$ cat src/rtl/change_dispenser.sv
// change_dispenser: greedy coin-change sequencer driving four hoppers (100/50/20/10 sen), one coin per eject/ack handshake.
// Registers update on the falling clk edge; rst is asynchronous active-low.
// Inputs : start/amount (begin paying, 10-sen units), ld_inv/inv_sel/inv_val (hopper inventory write, 0=100 sen .. 3=10 sen),
//          coin_ack (hopper eject sensor), clr_fault (leave FAULT).
// Outputs: eject (one-hot, bit3=100 sen), busy, done (1-cycle pulse), short (sticky shortfall), fault,
//          remaining (unpaid balance), empty (per-hopper inventory==0, same order as eject).
// Optional: define CHG_TIMEOUT_EN to fault when a coin is not acknowledged within TIMEOUT cycles of EJECT.
module change_dispenser #(
  parameter int AMT_W   = 8,
  parameter int INV_W   = 8,
  parameter int TIMEOUT = 16
) (
  input  logic             clk,
  input  logic             rst,
  input  logic             start,
  input  logic [AMT_W-1:0] amount,
  input  logic             ld_inv,
  input  logic [1:0]       inv_sel,
  input  logic [INV_W-1:0] inv_val,
  input  logic             coin_ack,
  input  logic             clr_fault,
  output logic [3:0]       eject,
  output logic             busy,
  output logic             done,
  output logic             short,
  output logic             fault,
  output logic [AMT_W-1:0] remaining,
  output logic [3:0]       empty
);
  typedef enum logic [2:0] {IDLE, SELECT, EJECT, RELEASE, DONE, FAULT} state_t;
  state_t           state;
  logic [INV_W-1:0] inv [4];
  logic [1:0]       sel, pick;
  logic             found;

  function automatic logic [AMT_W-1:0] val(input logic [1:0] d);
    val = d == 2'd0 ? AMT_W'(10) : d == 2'd1 ? AMT_W'(5) : d == 2'd2 ? AMT_W'(2) : AMT_W'(1);
  endfunction

  // Scan smallest to largest so the largest usable denomination wins.
  always_comb begin
    found = 1'b0;
    pick  = 2'd0;
    for (int i = 3; i >= 0; i--)
      if (inv[i] != '0 && val(2'(i)) <= remaining) begin
        found = 1'b1;
        pick  = 2'(i);
      end
  end

  always_comb begin
    empty = 4'b0;
    for (int i = 0; i < 4; i++) empty[3-i] = inv[i] == '0;
  end

  assign eject = state == EJECT ? 4'b1000 >> sel : 4'b0;
  assign busy  = state != IDLE;
  assign done  = state == DONE;

`ifdef CHG_TIMEOUT_EN
  localparam int TW = $clog2(TIMEOUT + 1);
  logic [TW-1:0] tmr;
  assign fault = state == FAULT;
  always_ff @(negedge clk or negedge rst)
    if (!rst) tmr <= '0;
    else tmr <= state == EJECT ? tmr + TW'(1) : '0;
`else
  localparam int unused_timeout = TIMEOUT;
  assign fault = 1'b0;
`endif

  always_ff @(negedge clk or negedge rst)
    if (!rst) begin
      state     <= IDLE;
      sel       <= 2'd0;
      remaining <= '0;
      short     <= 1'b0;
      for (int i = 0; i < 4; i++) inv[i] <= '0;
    end else begin
      unique case (state)
        IDLE: begin
          if (ld_inv) inv[inv_sel] <= inv_val;
          if (start) begin
            remaining <= amount;
            short     <= 1'b0;
            state     <= SELECT;
          end
        end
        SELECT:
          if (remaining == '0) state <= DONE;
          else if (found) begin
            sel   <= pick;
            state <= EJECT;
          end else begin
            short <= 1'b1;
            state <= DONE;
          end
        EJECT:
          if (coin_ack) state <= RELEASE;
`ifdef CHG_TIMEOUT_EN
          else if (tmr == TW'(TIMEOUT - 1)) state <= FAULT;
`endif
        RELEASE:
          if (!coin_ack) begin
            remaining <= remaining - val(sel);
            inv[sel]  <= inv[sel] - INV_W'(1);
            state     <= SELECT;
          end
        DONE:    state <= IDLE;
        FAULT:   if (clr_fault) state <= IDLE;
        default: state <= IDLE;
      endcase
    end
endmodule

$ cat config.mk
export PLATFORM = sky130hd
export DESIGN_NAME = change_dispenser
export DESIGN_NICKNAME = d
export VERILOG_FILES = /design/src/rtl/change_dispenser.sv
export SDC_FILE = /design/constraint.sdc
export NUM_CORES = 1
export LEC_CHECK = 0
export CORE_MARGIN = 2
export CORE_UTILIZATION = 49
export DETAILED_ROUTE_END_ITERATION = 10
export PLACE_DENSITY = 0.81
export REMOVE_ABC_BUFFERS = 1
export SYNTH_ARGS = -nofsm -noshare
export SYNTH_HDL_FRONTEND = slang
export SYNTH_SLANG_ARGS = --single-unit
$ cat constraint.sdc
create_clock -name clk -period 2.4 [get_ports clk]
set_clock_uncertainty 0.2 [all_clocks]
set_input_delay 0.36 -clock clk [delete_from_list [all_inputs] [get_ports clk]]
set_output_delay 0.36 -clock clk [all_outputs]
set_load 0.05 [all_outputs]
==> flow_metrics.py, run 1 <==
metrics = {
    "critical_path": {
        "start_kind": "flip-flop",
        "critPathArrivalTime_ns": 2.78,
        "slowest_stage": "or4_4",
        "path_cells": "or4_4 > nor2_4 > buf_6 > buf_12",
        "path_max_fanout": 2,
        "r2r_end": "inv[15]$_DFFE_NN0P_",
        "crit_family": "simple AND/OR/NAND/NOR gates",
        "r2r_start": "sel[0]$_DFFE_NN0P_",
        "ff2ff_path_depth": 7,
        "reg2reg_slack_ns": -0.30,
        "cp_slowest_stage_delay_ns": 0.55,
        "cp_num_buf_inv": 2,
        "path_class": "flip-flop to output pin",
        "crit_required_ns": 1.84,
        "endpoint_kind": "output pin",
    },
    "finish": {
        "ff_latch_area_mm2": 0.00115,
        "drive_above_1_share": 0.489,
        "n_antenna_cell": 0,
        "fillCellCount": 310,
        "final_area_mm2": 0.00489,
        "area_growth_pct": 67.5,
        "fin_nets": 473,
        "multi_input_area_mm2": 0.00203,
    },
    "routing": {
        "drc": 0,
        "wl_mm": 10.8,
        "drt_iter0_drc": 269,
        "num_vias": 3274,
        "first_pass_iters": 5,
        "wl_per_cell_um": 20.8,
        "detail-route-antenna-nets": 0,
        "via_per_inst": 6.31,
    },
    "cts": {
        "path_clk_slew_ns": 0.06,
        "ctsRootBufferMaster": "clkbuf_8",
        "clock_latency_ns": 0.30,
        "clock_path_buffers": 2,
        "htreeDepth": 2,
        "clkSinkCount": 46,
        "numCtsBuffers": 5,
        "ctsHoldBuffers": 0,
        "cts_tree": "done",
    },
    "synthesis": {
        "synth_area_leaders": "dfrtn_1, mux4_2, o21ai_0, a22oi_1, a22o_1",
        "synth_flop_cell": "dfrtn_1",
        "synth_edf_count": 0,
        "syn_area_per_cell_um2": 9.64,
        "ys_ff_latch": 46,
        "synth_top_area_cell": "dfrtn_1",
        "syn_area_mm2": 0.00292,
        "ys_seq_area_frac": 0.394,
        "synth_top_cell_area_share": 0.394,
        "synth_common_cells": "dfrtn_1, nand2_1, o21ai_0",
        "yosys_warnings": 0,
        "yosysMostFrequentCell": "dfrtn_1",
        "synth_cell_types": 55,
        "synthCells": 303,
        "async_flop_share": 1.00,
    },
    "placed_design": {
        "gp_congestion": 0.951,
        "pre_cts_slack_ns": -1.29,
        "portBuffers": 42,
        "dpl_cell_area_mm2": 0.00424,
        "dp_hpwl_mm": 7.09,
    },
    "power_and_ir_drop": {
        "p_leak_nw": 2.03,
        "power.density_mw_per_mm2": 1560,
        "max-vdd-ir-drop_mv": 1.09,
    },
    "die": {
        "fp-row-count": 28,
        "die_y_um": 81.2,
        "ios": 44,
        "initial_core_util": 0.499,
        "core_region_area_mm2": 0.00585,
        "dieArea_mm2": 0.00659,
        "die_x_um": 81.2,
    },
    "grt": {
        "grt_start_max_net_pins": 47,
        "grt_overflow": 0,
        "first_global_vias": 3314,
        "grt_use_total": 0.331,
        "antenna_found_initial": 0,
        "grt_pass1_wl_mm": 16.4,
    },
    "min_path": {
        "worstHoldStart": "short$_DFFE_NN0P_",
        "hp-class": "flip-flop to flip-flop",
        "hold-path-cell-count": 2,
        "hold-path-endpoint": "short$_DFFE_NN0P_",
    },
    "timing": {
        "slew_violations": 0,
        "tightest_slew_ns": 0.772,
        "relSlewSlack": 0.481,
        "finalSetupViolations": 59,
        "rsz0062_at_grt": "yes",
        "setup_ws_ns": -0.944,
        "finalHoldViolations": 0,
    },
    "outcome": {
        "status": "finished, violations left",
        "violations": "negative setup slack",
    },
    "job": {
        "drv_cap": 0,
    },
}
## per-layer routing
metal  up-vias  GRT usage  wire, um
met1      1610      0.383      4040
li1       1437          -         -
met5         -          0         0
met4         0      0.154       451
met2       180      0.590      5640
met3        47     0.0589       665
## worst max path at each step
stage                  startpoint                  endpoint  slack, ns  cells after the start
3_3_place_gp                start  remaining[5]$_DFFE_NN0P_      -1.19                      6
6_report       inv[4]$_DFFE_NN0P_                  empty[0]      -0.94                      4
2_1_floorplan  sel[0]$_DFFE_NN0P_                  eject[2]      -1.43                      2
4_1_cts        inv[8]$_DFFE_NN0P_                  empty[1]      -0.93                      4
5_1_grt        inv[0]$_DFFE_NN0P_                  empty[0]      -0.97                      4
3_5_place_dp               ld_inv       inv[14]$_DFFE_NN0P_      -1.29                      6
## tightest hold or removal path, stage by stage, from the launching register on
cell	delay, ns
dfrtn_1	0.47
inv_1	0.06
o32ai_2	0.09
## placed cells by master (no fill, tap or decap), types with 5 or more instances in the layout
master            n
o21ai_1          20
inv_1             7
or4_4             9
nor2_4            6
a22oi_2          14
clkdlybuf4s50_1  17
buf_6            23
buf_4            85
mux4_2            8
o21ai_0          16
clkbuf_8          6
ha_1              5
or3_1             6
a22o_1           12
nand2_1          22
nor2_1           10
nor3_1            5
buf_12           20
a32oi_1           5
dfrtn_1          46
a21oi_1           8
## area by class of cell
class	count	area share
clock inverter	2	0.00256
clock buffer	6	0.0169
inverter	7	0.00537
timing repair buffer	148	0.305
multi-input combinational	235	0.416
sequential	46	0.235
tap	75	0.0192
## metrics by stage
stage	setup TNS [ns]	hold slack (ns)	std cells	power, mW	utilization
global placement	-50.60	0.324	496	5.85	0.724
global route	-28.71	0.382	519	8.00	0.836
finish	-26.97	0.355	519	7.62	0.836
CTS	-24.83	0.348	516	7.08	0.799
floorplan	-50.62	0.230	288	3.77	-
detailed placement	-53.94	0.333	496	6.04	0.724
## repair_timing
action                     CTS  global route
pin swaps                   47            21
setup endpoints to repair   61            61
setup buffers               14            10
gates resized for setup     85            45
## logic make-up (layout without fill, tap and decap cells)
kind of cell	count (synthesis)	after routing	synth area share
flip-flops	46	46	0.394
buffers and inverters	22	163	0.0360
multiplexers	8	8	0.0617
AND/OR/NAND/NOR	108	108	0.222
AO/OA/AOI/OAI	106	106	0.239
XOR/XNOR	6	6	0.0180
other	1	1	0.00128
adder cells (fa/ha/maj)	6	6	0.0283
## where the power goes
| part | total, mW | switching (mW) | internal (mW) |
|---|---|---|---|
| Combinational | 5.67 | 2.92 | 2.75 |
| Sequential | 1.44 | 0.283 | 1.15 |
| Clock | 0.512 | 0.280 | 0.232 |
## sequential cells by signal, indices dropped and copies added (netlist names)
signal,cells
inv,32
short,1
remaining,8
state,3
sel,2
No activity file was read; power rests on OpenSTA's default activity.
==> inputs of run 2 (changes only) <==
- CORE_UTILIZATION: 49 -> 45
- DONT_BUFFER_PORTS: not set -> 1
- PLACE_DENSITY: 0.81 -> 0.67
==> run 2 against run 1 <==
The run still ends with negative setup slack left. Utilization is 13 points lower. Worst setup slack better by 0.056 ns. Sequential power hardly changed. Largest cell class unchanged.
==> flow_metrics.py, run 2 (synthesis results as in run 1) <==
metrics = {
    "outcome": {
        "status": "finished, violations left",
        "violations": "negative setup slack",
    },
    "cts": {
        "path_clk_slew_ns": 0.06,
        "htreeDepth": 2,
        "clock_latency_ns": 0.31,
        "clkSinkCount": 46,
        "ctsRootBufferMaster": "clkbuf_8",
        "ctsHoldBuffers": 0,
        "cts_tree": "done",
        "numCtsBuffers": 5,
        "clock_path_buffers": 2,
    },
    "die": {
        "dieArea_mm2": 0.00715,
        "die_x_um": 84.6,
        "die_y_um": 84.6,
        "initial_core_util": 0.463,
        "ios": 44,
        "core_region_area_mm2": 0.00631,
        "fp-row-count": 29,
    },
    "critical_path": {
        "cp_num_cells": 3,
        "cp_num_buf_inv": 1,
        "path_cells": "or4_4 > nor2_4 > buf_6",
        "startpoint": "inv[28]$_DFFE_NN0P_",
        "start_kind": "flip-flop",
        "cp_slowest_stage_delay_ns": 0.57,
        "crit_required_ns": 1.84,
        "critPathArrivalTime_ns": 2.73,
        "r2r_start": "state[0]$_DFFE_NN0P_",
        "endpoint_kind": "output pin",
        "reg2reg_slack_ns": -0.17,
        "slowest_stage": "or4_4",
        "crit_family": "simple AND/OR/NAND/NOR gates",
        "path_class": "flip-flop to output pin",
        "ff2ff_path_depth": 7,
        "r2r_end": "inv[5]$_DFFE_NN0P_",
        "path_max_fanout": 2,
    },
    "placed_design": {
        "gp_congestion": 0.957,
        "pre_cts_slack_ns": -0.774,
        "dp_hpwl_mm": 6.86,
        "portBuffers": 0,
    },
    "finish": {
        "final_common_cell": "buf_4",
        "top_regs": "inv x32, remaining x8, state x3",
        "area_growth_pct": 51.6,
        "largest_register_ffs": 32,
        "fin_util": 0.701,
        "drive_above_1_share": 0.464,
        "largest-register": "inv",
        "fin_nets": 448,
        "n_antenna_cell": 0,
        "final_cell_mix": "buf_4, dfrtn_1, o21ai_1, nand2_1, buf_6",
    },
    "grt": {
        "grt_pass1_wl_mm": 14.9,
        "grt_start_max_net_pins": 47,
        "first_global_vias": 3004,
        "grt_use_total": 0.268,
        "grt_overflow": 0,
        "antenna_found_initial": 0,
    },
    "timing": {
        "finalSetupViolations": 59,
        "tightest_slew_ns": 0.499,
        "finalHoldViolations": 0,
        "relSlewSlack": 0.664,
        "slew_violations": 0,
        "setup_ws_ns": -0.888,
        "rsz0062_at_grt": "yes",
    },
    "power_and_ir_drop": {
        "p_leak_nw": 1.85,
        "power.density_mw_per_mm2": 1630,
        "fin_total_pwr_mw": 7.24,
        "max-vdd-ir-drop_mv": 1.09,
    },
    "routing": {
        "via_per_inst": 6.03,
        "drt_iter0_drc": 237,
        "num_vias": 2986,
        "wl_mm": 9.74,
        "drc": 0,
        "wl_per_cell_um": 19.7,
        "detail-route-antenna-nets": 0,
        "first_pass_iters": 4,
    },
    "min_path": {
        "hold-path-cell-count": 3,
        "worstHoldStart": "inv[28]$_DFFE_NN0P_",
        "hp-class": "flip-flop to flip-flop",
        "hold-path-endpoint": "inv[28]$_DFFE_NN0P_",
    },
    "job": {
        "drv_cap": 0,
    },
}
[run 2: changes by cell type in the layout (fill, tap and decap cells not counted), moves of 5 or more]
cell	before	now
clkdlybuf4s50_1	17	0
o21ai_1	20	25
buf_4	85	91
buf_12	20	9
[run 2: worst reg2reg max path, stage by stage (launching register included)]
cell and delay, ns:
dfrtn_1 0.67, buf_6 0.17, buf_4 0.11, nand3b_1 0.36, and3_1 0.41, and2_1 0.25
a22oi_1 0.16, o21ai_1 0.09
[run 2: worst max path at each step]
stage                               endpoint  slack, ns
after floorplan                     eject[2]      -1.43
after global placement    inv[3]$_DFFE_NN0P_      -0.75
after detailed placement  inv[3]$_DFFE_NN0P_      -0.77
after CTS                           empty[3]      -0.90
after global routing                empty[3]      -0.91
final                               empty[3]      -0.89
[run 2: per-layer routing]
| metal | part of all wire | vias to the layer above | wire (um) | track usage |
|---|---|---|---|---|
| li1 | - | 1386 | - | - |
| met1 | 0.39 | 1477 | 3790 | 0.326 |
| met2 | 0.53 | 113 | 5170 | 0.472 |
| met3 | 0.066 | 10 | 645 | 0.0649 |
| met4 | 0.013 | 0 | 129 | 0.0779 |
| met5 | 0 | - | 0 | 0 |
[run 2: metrics by stage]
stage	instance area, um2	instances	hold slack [ns]	TNS (ns)
after floorplan	2840	288	0.230	-50.62
after global placement	3840	469	0.332	-31.18
after detailed placement	3840	469	0.343	-32.53
after CTS	4230	486	0.357	-21.20
after global routing	4430	495	0.375	-25.14
final	4430	495	0.355	-23.42
[run 2: area by class of cell]
cell class	instances	area (um2)
fill	459	1890
timing repair buffer	123	1130
multi-input combinational	235	1940
clock buffer	6	72.6
sequential	46	1150
inverter	7	26.3
tap	77	96.3
clock inverter	1	7.51
[run 2: timing repair]
| item | 4_1_cts | 5_1_grt |
|---|---|---|
| pin swaps | 38 | 17 |
| gates cloned | 0 | 0 |
| endpoints found under the setup margin | 59 | 60 |
| resized for setup | 66 | 30 |
| setup buffers | 10 | 9 |
[run 2: report_power, final]
group / internal, mW / switching (mW)
clock network: 0.200 / 0.281
logic: 2.64 / 2.70
registers: 1.15 / 0.267
total: 3.99 / 3.24
